<file path="config.mk">
export PLATFORM = sky130hd
export DESIGN_NAME = uart_fifo_sched
export DESIGN_NICKNAME = d
export VERILOG_FILES = /design/src/rtl/uart_fifo_sched.sv
export SDC_FILE = /design/constraint.sdc
export NUM_CORES = 1
export LEC_CHECK = 0
export ABC_AREA = 1
export BUFFER_PORTS_ARGS = -buffer_cell sky130_fd_sc_hd__buf_2
export CORE_ASPECT_RATIO = 0.7
export CORE_UTILIZATION = 48
export CTS_CLUSTER_DIAMETER = 60
export DETAILED_ROUTE_END_ITERATION = 10
export MAX_ROUTING_LAYER = met4
export PLACE_DENSITY = 0.67
export SLEW_MARGIN = 25
export SYNTH_ARGS = -nofsm -noshare
export SYNTH_HDL_FRONTEND = slang
export SYNTH_SLANG_ARGS = --single-unit
</file>
<file path="constraint.sdc">
create_clock -name sys_clk -period 3.26 [get_ports sys_clk]
set_clock_uncertainty 0.05 [all_clocks]
set_input_delay 0 -clock sys_clk [delete_from_list [all_inputs] [get_ports sys_clk]]
set_output_delay 0 -clock sys_clk [all_outputs]
set_load 0.01 [all_outputs]
</file>
<file path="src/rtl/uart_fifo_sched.sv">
// uart_fifo_sched: bus master that drives the UART slave port on behalf of the CPU.
// Outbound bytes queue in a TX FIFO and inbound bytes in an RX FIFO. One scheduler
// FSM serialises the three kinds of UART access (RX data read, divisor write,
// TX data write). The UART's rx_irq/tx_irq pulses pace the scheduler.
module uart_fifo_sched #(
    parameter int          TX_DEPTH = 16,
    parameter int          RX_DEPTH = 16,
    parameter logic [15:0] DIV_INIT = 16'd54
) (
    input  logic                        sys_clk,
    input  logic                        sys_rst_n,
    input  logic [7:0]                  cpu_tx_data,
    input  logic                        cpu_tx_valid,
    output logic                        cpu_tx_ready,
    output logic [7:0]                  cpu_rx_data,
    output logic                        cpu_rx_valid,
    input  logic                        cpu_rx_ready,
    input  logic [15:0]                 cfg_div,
    input  logic                        cfg_div_wr,
    input  logic                        ovf_clr,
    output logic [$clog2(TX_DEPTH):0]   tx_level,
    output logic [$clog2(RX_DEPTH):0]   rx_level,
    output logic                        rx_overflow,
    output logic [31:0]                 u_dat_o,
    output logic [31:0]                 u_adr_o,
    output logic                        u_we_o,
    output logic                        u_stb_o,
    input  logic [31:0]                 u_dat_i,
    input  logic                        u_rx_irq,
    input  logic                        u_tx_irq
);

    localparam int TX_AW = $clog2(TX_DEPTH);
    localparam int RX_AW = $clog2(RX_DEPTH);
    localparam logic [TX_AW:0] TX_FULL_LVL = (TX_AW+1)'(TX_DEPTH);
    localparam logic [RX_AW:0] RX_FULL_LVL = (RX_AW+1)'(RX_DEPTH);

    typedef enum logic [2:0] {
        IDLE,
        RX_RD,
        RX_CAP,
        DIV_WR,
        TX_WR
    } state_t;

    state_t           r_state;
    logic             r_rx_pend;
    logic             r_div_pend;
    logic             r_tx_busy;
    logic [15:0]      r_div_shadow;

    logic [7:0]       r_tx_mem [TX_DEPTH];
    logic [TX_AW:0]   r_tx_wr_cnt;
    logic [TX_AW:0]   r_tx_rd_cnt;
    logic [7:0]       r_rx_mem [RX_DEPTH];
    logic [RX_AW:0]   r_rx_wr_cnt;
    logic [RX_AW:0]   r_rx_rd_cnt;

    logic [TX_AW:0]   w_tx_level;
    logic             w_tx_full;
    logic             w_tx_empty;
    logic             w_tx_push;
    logic             w_tx_pop;
    logic [7:0]       w_tx_head;

    logic [RX_AW:0]   w_rx_level;
    logic             w_rx_full;
    logic             w_rx_pop;
    logic             w_rx_cap;
    logic             w_rx_push;
    logic             w_rx_drop;
    logic             w_ovf_set;
    logic             w_unused_dat;

    // Only the low byte of a UART read carries data.
    assign w_unused_dat = ^u_dat_i[31:8];

    assign w_tx_level   = r_tx_wr_cnt - r_tx_rd_cnt;
    assign w_tx_full    = (w_tx_level == TX_FULL_LVL);
    assign w_tx_empty   = (r_tx_wr_cnt == r_tx_rd_cnt);
    assign w_tx_push    = cpu_tx_valid & ~w_tx_full;
    assign w_tx_pop     = (r_state == TX_WR);
    assign w_tx_head    = r_tx_mem[r_tx_rd_cnt[TX_AW-1:0]];
    assign cpu_tx_ready = ~w_tx_full;
    assign tx_level     = w_tx_level;

    // A capture into a full RX FIFO survives only if the CPU frees a slot that same cycle.
    assign w_rx_level   = r_rx_wr_cnt - r_rx_rd_cnt;
    assign w_rx_full    = (w_rx_level == RX_FULL_LVL);
    assign cpu_rx_valid = (r_rx_wr_cnt != r_rx_rd_cnt);
    assign w_rx_pop     = cpu_rx_ready & cpu_rx_valid;
    assign w_rx_cap     = (r_state == RX_CAP);
    assign w_rx_push    = w_rx_cap & (~w_rx_full | w_rx_pop);
    assign w_rx_drop    = w_rx_cap & w_rx_full & ~w_rx_pop;
    assign cpu_rx_data  = r_rx_mem[r_rx_rd_cnt[RX_AW-1:0]];
    assign rx_level     = w_rx_level;

    // A byte is lost either when the UART overwrites an unread byte or when RX is full.
    assign w_ovf_set    = (u_rx_irq & r_rx_pend) | w_rx_drop;

    // TX FIFO storage; reset only needs to clear the counters.
    always_ff @(posedge sys_clk) begin
        if (w_tx_push) r_tx_mem[r_tx_wr_cnt[TX_AW-1:0]] <= cpu_tx_data;
    end

    // TX FIFO write/read counters, one extra MSB to tell full from empty.
    always_ff @(posedge sys_clk or negedge sys_rst_n) begin
        if (!sys_rst_n) begin
            r_tx_wr_cnt <= '0;
            r_tx_rd_cnt <= '0;
        end else begin
            if (w_tx_push) r_tx_wr_cnt <= r_tx_wr_cnt + 1'b1;
            if (w_tx_pop)  r_tx_rd_cnt <= r_tx_rd_cnt + 1'b1;
        end
    end

    // RX FIFO storage, written with the byte captured from the UART.
    always_ff @(posedge sys_clk) begin
        if (w_rx_push) r_rx_mem[r_rx_wr_cnt[RX_AW-1:0]] <= u_dat_i[7:0];
    end

    // RX FIFO write/read counters.
    always_ff @(posedge sys_clk or negedge sys_rst_n) begin
        if (!sys_rst_n) begin
            r_rx_wr_cnt <= '0;
            r_rx_rd_cnt <= '0;
        end else begin
            if (w_rx_push) r_rx_wr_cnt <= r_rx_wr_cnt + 1'b1;
            if (w_rx_pop)  r_rx_rd_cnt <= r_rx_rd_cnt + 1'b1;
        end
    end

    // Sticky overflow flag; a new loss in the clearing cycle keeps it set.
    always_ff @(posedge sys_clk or negedge sys_rst_n) begin
        if (!sys_rst_n)     rx_overflow <= 1'b0;
        else if (w_ovf_set) rx_overflow <= 1'b1;
        else if (ovf_clr)   rx_overflow <= 1'b0;
    end

    // Scheduler: picks one UART access per visit to IDLE, bus outputs registered.
    always_ff @(posedge sys_clk or negedge sys_rst_n) begin
        if (!sys_rst_n) begin
            r_state      <= IDLE;
            r_rx_pend    <= 1'b0;
            r_div_pend   <= 1'b1;
            r_tx_busy    <= 1'b0;
            r_div_shadow <= DIV_INIT;
            u_stb_o      <= 1'b0;
            u_we_o       <= 1'b0;
            u_adr_o      <= '0;
            u_dat_o      <= '0;
        end else begin
            u_stb_o <= 1'b0;
            u_we_o  <= 1'b0;
            u_adr_o <= '0;
            u_dat_o <= '0;

            if (u_rx_irq)
                r_rx_pend <= 1'b1;
            else if (r_state == RX_RD)
                r_rx_pend <= 1'b0;

            if (cfg_div_wr) begin
                r_div_shadow <= cfg_div;
                r_div_pend   <= 1'b1;
            end else if (r_state == DIV_WR) begin
                r_div_pend   <= 1'b0;
            end

            if (r_state == TX_WR)
                r_tx_busy <= 1'b1;
            else if (u_tx_irq)
                r_tx_busy <= 1'b0;

            case (r_state)
                IDLE: begin
                    if (r_rx_pend) begin
                        r_state <= RX_RD;
                        u_stb_o <= 1'b1;
                    end else if (r_div_pend && !r_tx_busy) begin
                        r_state <= DIV_WR;
                        u_stb_o <= 1'b1;
                        u_we_o  <= 1'b1;
                        u_adr_o <= 32'd1;
                        u_dat_o <= {16'd0, (cfg_div_wr ? cfg_div : r_div_shadow)};
                    end else if (!w_tx_empty && !r_tx_busy) begin
                        r_state <= TX_WR;
                        u_stb_o <= 1'b1;
                        u_we_o  <= 1'b1;
                        u_dat_o <= {24'd0, w_tx_head};
                    end
                end
                RX_RD:   r_state <= RX_CAP;
                RX_CAP:  r_state <= IDLE;
                DIV_WR:  r_state <= IDLE;
                TX_WR:   r_state <= IDLE;
                default: r_state <= IDLE;
            endcase
        end
    end

endmodule

</file>
==> run_results.csv, run 1 <==
group,metric,value,unit
power,irDropWorstVdd,0.6020,mV
floorplanning,initial_core_util,0.4899,
power,p_leak,6.378,nW
floorplanning,die_h,143.3,um
synth,synth_xor_area_frac,0.009594,
worst_setup_path,crit_start,"r_rx_rd_cnt[0]",
floorplanning,fp.dieW,203.9,um
grt,grt_pass1_vias,8751,
floorplanning,die-area,29220,um^2
worst_setup_path,crit_required,3.21,ns
clocking,clk_pin_slew,0.06,ns
synth,synth_top_family_by_area,"simple AND/OR/NAND/NOR gates",
grt,grt_pass1_wl,50420,um
place,port_buffers,79,
final_layout,nets,1467,
worst_setup_path,reg2reg_to,"r_tx_mem[8][0]",
floorplanning,rows,51,
final_layout,drive_gt1_frac,0.1457,
place,placed_cells,1672,
timing,fmax,0.3457,GHz
synth,yosysSeqAreaShare,0.6752,
place,dp_hpwl,20890,um
worst_setup_path,r2r_slack,0.37,ns
clocking,clk_latency,0.54,ns
route,drt_iter0_drc,1098,
place,gp_congestion,0.9164,
synth,ys_types,38,
floorplanning,fp.coreArea,27950,um^2
route,vias,9460,
floorplanning,io_pins,151,
clocking,cts_buffers,30,
synth,postSynth.asyncResetShare,0.1950,
synth,synthesis.instances,1232,
worst_setup_path,r2r-start,"r_tx_rd_cnt[2]",
synth,ys_ff_latch,318,
synth,ys.flop_type,"edfxtp_1",
worst_setup_path,cp-start-kind,"register",
clocking,postCtsSetupBuffers,0,
grt,track_usage,0.2358,
synth,synth_adder_area_share,0.01937,
grt,grt_start_max_net_pins,68,
route,dr.pass1.iters,5,
worst_setup_path,worst_setup_path_end_kind,"output pin",
final_layout,syn2layout_area_growth,16.72,%
worst_setup_path,crit_path_max_fanout,67,
clocking,htree_levels,1,
clocking,cts-root-buf,"clkbuf_16",
route,drt_wl_total,32850,um
worst_setup_path,path_class,"reg -> out",
synth,synthSimpleGateAreaFrac,0.1814,
synth,synth_mux_area_frac,0,
timing,relSlewSlack,0.3763,
timing,fin_tns_setup,0,ns
timing,layout_worst_path_cycle_share,0.8874,
route,drc_errors,0,
worst_setup_path,crit_path_end,"cpu_rx_data[3]",
flow_run,cap_violations,0,
synth,yosysWarnings,0,
timing,rsz0062_at_grt,"false",
final_layout,final_cell_count_no_fill,1779,
timing,setup_violations,0,
power,power.density,821.6,nW/um^2
clocking,cts_buffer_depth,3,
grt,gr-total-overflow,0,
clocking,cts_sinks,318,
timing,hold_viol,0,
synth,yosysTopAreaCell,"edfxtp_1",
timing,tightest_slew,0.9322,ns
outcome,outcome,"complete, no violations",
synth,synth-edff-count,256,
grt,antenna_found_initial,1,
timing,drv_slew,0,
synth,avgSynthCellArea,11.11,um^2
route,ant_nets,0,
route,viasPerCell,5.318,
route,wl_per_cell,18.46,um
worst_setup_path,rr_worst_depth,10,
synth,synth_compound_area_frac,0.05418,
synth,netlist_area,13690,um^2
worst_hold_path,min_path_type,"in -> reg",
synth,synthTopCellsByArea,"edfxtp_1, dfrtp_1, nand2_1",
worst_setup_path,arrival,2.84,ns
clocking,tritoncts,"done",
synth,yosysTopAreaCellShare,0.5614,
timing,period_needed,2.893,ns
cell usage after synthesis (2+ instances only):
| cell | instances |
|---|---|
| nand3b_1 | 3 |
| ha_1 | 18 |
| nand2_1 | 273 |
| nor3_1 | 4 |
| o22ai_1 | 16 |
| dfrtp_1 | 57 |
| o21ai_0 | 80 |
| nand2_2 | 6 |
| or2_2 | 10 |
| inv_2 | 6 |
| nand3_1 | 124 |
| nor2_1 | 164 |
| clkinv_1 | 2 |
| edfxtp_1 | 256 |
| a21oi_1 | 14 |
| buf_2 | 26 |
| o21ai_1 | 4 |
| or2_1 | 2 |
| inv_1 | 45 |
| fa_1 | 2 |
| buf_4 | 52 |
| xor2_1 | 15 |
| clkbuf_1 | 19 |
| o211ai_1 | 16 |
| dfstp_2 | 5 |
per-layer routing:
layer | GRT usage | part of all wire
met1 | 0.3716 | 0.48
met2 | 0.3165 | 0.41
met3 | 0.03628 | 0.089
met4 | 0.05263 | 0.020
met5 | - | 0
area by class of cell:
class | count | area, um^2
multi-input combinational | 807 | 3799
timing repair buffer | 173 | 1250
inverter | 53 | 198.9
tap | 371 | 464.2
sequential | 318 | 9248
clock inverter | 17 | 205.2
antenna | 1 | 2.502
clock buffer | 39 | 815.8
fill | 2262 | 11970
cells by family after synthesis:
kind of cell | count (synthesis)
AO/OA/AOI/OAI | 133
XOR/XNOR | 15
adder cells (fa/ha/maj) | 20
buffers and inverters | 153
flip-flops | 318
other | 1
AND/OR/NAND/NOR | 592
layout by cell type, fill, tap and decap left out, drive strengths merged, types with 16 or more instances in the layout:
master / synthesis / layout
dfrtp: 57 / 57
clkbuf: 20 / 39
conb: 1 / 47
o21ai: 84 / 84
nand3: 126 / 126
o211ai: 16 / 16
buf: 80 / 124
edfxtp: 256 / 256
nand2: 280 / 280
o22ai: 16 / 16
inv: 51 / 51
dlygate4sd3: 0 / 49
ha: 18 / 18
nor2: 164 / 164
critical path, stage by stage, from the launching register on:
cell and delay (ns):
dfrtp_2 0.36, buf_6 0.40, inv_2 0.38, o21ai_0 0.40
o211ai_1 0.26, nand3_1 0.16, nand3_1 0.13, buf_2 0.17
stage by stage:
step	utilization	hold WS [ns]	instance area (um^2)	setup WS, ns	power (mW)
2_1_floorplan	-	-0.3456	13870	0.5548	8.001
3_3_place_gp	0.5165	0.1316	14440	0.4730	9.388
3_5_place_dp	0.5166	0.01052	14440	0.4296	9.441
4_1_cts	0.5716	0.1408	15980	0.2242	13.09
5_1_grt	0.5719	0.1693	15980	0.1148	13.86
6_report	0.5719	0.1509	15980	0.3672	13.13
state kept, by name, indices dropped and copies added (netlist names), 3 cells and up:
register / flops
r_rx_rd_cnt: 5
r_div_shadow: 16
r_rx_mem: 128
r_tx_wr_cnt: 5
u_dat_o: 16
r_tx_mem: 128
r_state: 3
r_tx_rd_cnt: 5
r_rx_wr_cnt: 5
power breakdown:
group          leakage, nW  internal, mW  switching [mW]
clock network        0.506          2.15            1.44
logic                 2.79          1.42            3.08
registers             3.09          4.82           0.212
timing repair:
| action | in CTS | in global routing |
|---|---|---|
| hold buffers | 50 | 0 |
| endpoints found under the hold margin | 367 | 0 |
| gates resized for setup | 0 | 1 |
| endpoints found under the setup margin | 0 | 1 |
worst min-delay path by stage:
stage,from,to,slack [ns],depth (start not counted)
5_1_grt,u_tx_irq,r_tx_busy,0.17,3
2_1_floorplan,sys_rst_n,r_div_shadow[0],-0.35,0
3_3_place_gp,u_tx_irq,r_tx_busy,0.13,2
4_1_cts,u_tx_irq,r_tx_busy,0.14,3
6_report,u_tx_irq,r_tx_busy,0.15,3
3_5_place_dp,sys_rst_n,u_dat_o[7],0.01,1
No activity file was read; power rests on OpenSTA's default activity.
==> run 2, diff against run 1 <==
--- a/config.mk
+++ b/config.mk
@@ -5,14 +5,13 @@
 export SDC_FILE = /design/constraint.sdc
 export NUM_CORES = 1
 export LEC_CHECK = 0
-export ABC_AREA = 1
 export BUFFER_PORTS_ARGS = -buffer_cell sky130_fd_sc_hd__buf_2
-export CORE_ASPECT_RATIO = 0.7
 export CORE_UTILIZATION = 48
 export CTS_CLUSTER_DIAMETER = 60
 export DETAILED_ROUTE_END_ITERATION = 10
+export GPL_TIMING_DRIVEN = 0
 export MAX_ROUTING_LAYER = met4
-export PLACE_DENSITY = 0.67
+export PLACE_DENSITY = 0.68
 export SLEW_MARGIN = 25
 export SYNTH_ARGS = -nofsm -noshare
 export SYNTH_HDL_FRONTEND = slang
==> run 2 against run 1 <==
  * First-iteration DRC count down 62%
  * Fmax shrank 8.7%
  * Register-to-register slack got worse by 0.28 ns
  * Worst hold slack lost 0.066 ns
  * Final area down 0.42%
  * Synthesized area down 4.0%
  * Sequential cell count did not move
  * Critical path depth rose by 4
  * Sequential share of layout area is 0.24 points higher
  * Largest cell class unchanged
==> run_results.csv, run 2 <==
group,metric,value,unit
timing,fin_tns_setup,0,ns
synth,postSynth.asyncResetShare,0.1950,
synth,synthSimpleGateAreaFrac,0.05358,
synth,yosysTopAreaCellShare,0.5848,
grt,track_usage,0.1959,
synth,yosysSeqAreaShare,0.7032,
flow_run,cap_violations,0,
floorplanning,rows,60,
final_layout,syn2layout_area_growth,21.06,%
power,p_leak,5.933,nW
route,drt_wl_total,26560,um
floorplanning,die_h,167.5,um
final_layout,final_common_cell,"edfxtp_1",
synth,synth.most_common_cell,"edfxtp_1",
synth,synth-edff-count,256,
route,wl_per_cell,20.46,um
synth,netlist_top_cells_count,"edfxtp_1, mux4_2, dfrtp_1",
synth,ys_types,49,
synth,synth_compound_area_frac,0.01903,
grt,grt_pass1_vias,6885,
place,gp_congestion,0.8287,
clocking,tritoncts,"done",
clocking,cts_buffer_depth,3,
timing,period_needed,3.169,ns
synth,synth_mux_area_frac,0.1410,
place,dp_slack,-1.174,ns
place,placed_cell_area,14170,um^2
final_layout,fin_util,0.5922,
synth,ys.flop_type,"edfxtp_1",
worst_setup_path,cp-start-kind,"register",
grt,antenna_found_initial,1,
outcome,outcome,"complete, no violations",
clocking,htree_levels,2,
timing,relSlewSlack,0.4495,
power,p_sw,3.952,mW
synth,ys_ff_latch,318,
power,power.density,796.1,nW/um^2
route,drt_iter0_drc,419,
power,combinationalPowerShare,0.319,
synth,synth_top_family_by_area,"multiplexers",
synth,synth_adder_area_share,0.02018,
final_layout,fin_area,15920,um^2
place,port_buffers,78,
power,p_int,8.718,mW
power,power_frac_seq,0.401,
final_layout,final_cell_count_no_fill,1298,
clocking,cts_buffers,34,
floorplanning,fp.coreArea,26880,um^2
synth,synthTopCellsByArea,"edfxtp_1, dfrtp_1, mux4_2",
timing,hold_viol,0,
timing,layout_worst_path_cycle_share,0.9722,
worst_setup_path,arrival,3.32,ns
timing,setup_violations,0,
floorplanning,initial_core_util,0.4892,
route,dr.pass1.iters,4,
grt,gr-total-overflow,0,
final_layout,final_cell_mix,"edfxtp_1, buf_2, mux4_2",
place,dp_hpwl,17100,um
final_layout,drive_gt1_frac,0.3264,
synth,netlist_area,13150,um^2
floorplanning,io_pins,151,
synth,avgSynthCellArea,18.26,um^2
route,viasPerCell,5.280,
clocking,clk_pin_slew,0.06,ns
floorplanning,fp.dieW,167.5,um
synth,yosysWarnings,0,
clocking,clk_latency,0.52,ns
clocking,cts-root-buf,"clkbuf_16",
power,clockPowerShare,0.280,
synth,synth_xor_area_frac,0.01466,
clocking,cts_sinks,318,
place,placed_cells,1187,
synth,yosysTopAreaCell,"edfxtp_1",
synth,synthesis.instances,720,
grt,grt_start_max_net_pins,63,
power,switching_share,0.3119,
final_layout,nets,1019,
worst_hold_path,min_path_type,"in -> async",
timing,tightest_slew,0.8239,ns
route,vias,6854,
grt,grt_pass1_wl,39920,um
timing,fmax,0.3155,GHz
final_layout,fillers,2039,
worst_setup_path,crit_path_max_fanout,10,
worst_setup_path,path_class,"reg -> reg",
route,drc_errors,0,
timing,drv_slew,0,
worst_setup_path,crit_required,3.41,ns
route,ant_nets,0,
power,irDropWorstVdd,0.5045,mV
floorplanning,die-area,28050,um^2
worst_setup_path,worst_setup_path_end_kind,"register",
timing,setup_slack,0.09066,ns
==> run 2: changes by cell type after synthesis, moves of 16 or more <==
cell and delta:
o211ai_1 -16, buf_2 -19, and3_1 +25, o21ai_0 -75, mux2_2 +17, nand2_1 -231, inv_1 -26, xnor2_1 +19
nand3_1 -115, o22ai_1 -16, nor2_1 -145, mux4_2 +61
==> run 2: power groups by stage <==
| stage | Clock [mW] | Combinational [mW] | Sequential (mW) |
|---|---|---|---|
| after global routing | 3.78 | 4.37 | 5.11 |
| after CTS | 3.62 | 3.89 | 5.08 |
| final | 3.55 | 4.04 | 5.08 |
| after global placement | 0 | 3.70 | 5.13 |
| after detailed placement | 0 | 3.76 | 5.15 |
| after floorplan | 0 | 2.59 | 5.11 |
==> run 2: worst paths after layout <==
path | startpoint | to | slack (ns) | depth (start not counted)
hold / removal | sys_rst_n | r_div_shadow[6] | 0.08 | 2
max in group asynchronous | sys_rst_n | r_rx_rd_cnt[2] | 2.51 | 2
setup / recovery | r_tx_rd_cnt[1] | r_tx_mem[1][2] | 0.09 | 11
hold reg to reg | r_tx_busy | u_we_o | 0.44 | 1
min in group sys_clk | cfg_div_wr | r_div_pend | 0.15 | 3
setup reg to reg | r_tx_rd_cnt[1] | r_tx_mem[1][2] | 0.09 | 11
==> run 2: final cells by class <==
cell class | count | area, um^2 | share of cell area
repair buffers | 134 | 965.9 | 0.06069
multi-input cells | 352 | 3626 | 0.2278
inverters | 24 | 95.09 | 0.005975
diodes | 1 | 2.502 | 0.0001572
plain buffers | 71 | 543.0 | 0.03412
flip-flops and latches | 318 | 9246 | 0.5810
well taps | 341 | 426.7 | 0.02681
clock buffers | 46 | 917.1 | 0.05763
clock inverters | 11 | 92.59 | 0.005818
==> run 2: critical path, stage by stage (launching register included) <==
cell and delay (ns):
dfrtp_1 0.37, buf_6 0.15, buf_6 0.17, inv_1 0.10
ha_1 0.29, nor2b_1 0.13, o21ai_0 0.19, a21boi_0 0.17
o211ai_2 0.41, nand3_2 0.32, nor3_4 0.29, buf_4 0.23
==> run 2: timing repair <==
action	4_1_cts	5_1_grt
cloned	0	0
endpoints found under the hold margin	363	0
pin swaps	1	8
setup endpoints to repair	241	239
hold buffers	46	0
setup buffers	2	6
gates resized for setup	26	28
==> run 2: cell families (layout without fill, tap and decap cells) <==
logic type / after synthesis / count (layout)
AOI/OAI and AO/OA: 35 / 35
xor gates and xnor gates: 22 / 22
adders and majority gates: 20 / 20
buffers and inverters: 96 / 286
DFF: 318 / 318
muxes: 89 / 89
other: 1 / 48
and+or+nand+nor: 139 / 139
==> run 2: stage by stage <==
stage / hold slack, ns / total power [mW]
global placement: 0.1214 / 8.830
finish: 0.08493 / 12.67
floorplan: -0.3456 / 7.700
CTS: 0.08744 / 12.58
global route: 0.1459 / 13.26
detailed placement: 0.08446 / 8.902
==> run 2: metal layers <==
layer,track usage,routed length [um],vias to the layer above
met5,-,0,-
met4,0.05903,583,0
met3,0.03427,1349,48
met2,0.3145,13310,205
met1,0.2573,11310,3476
li1,-,-,3125
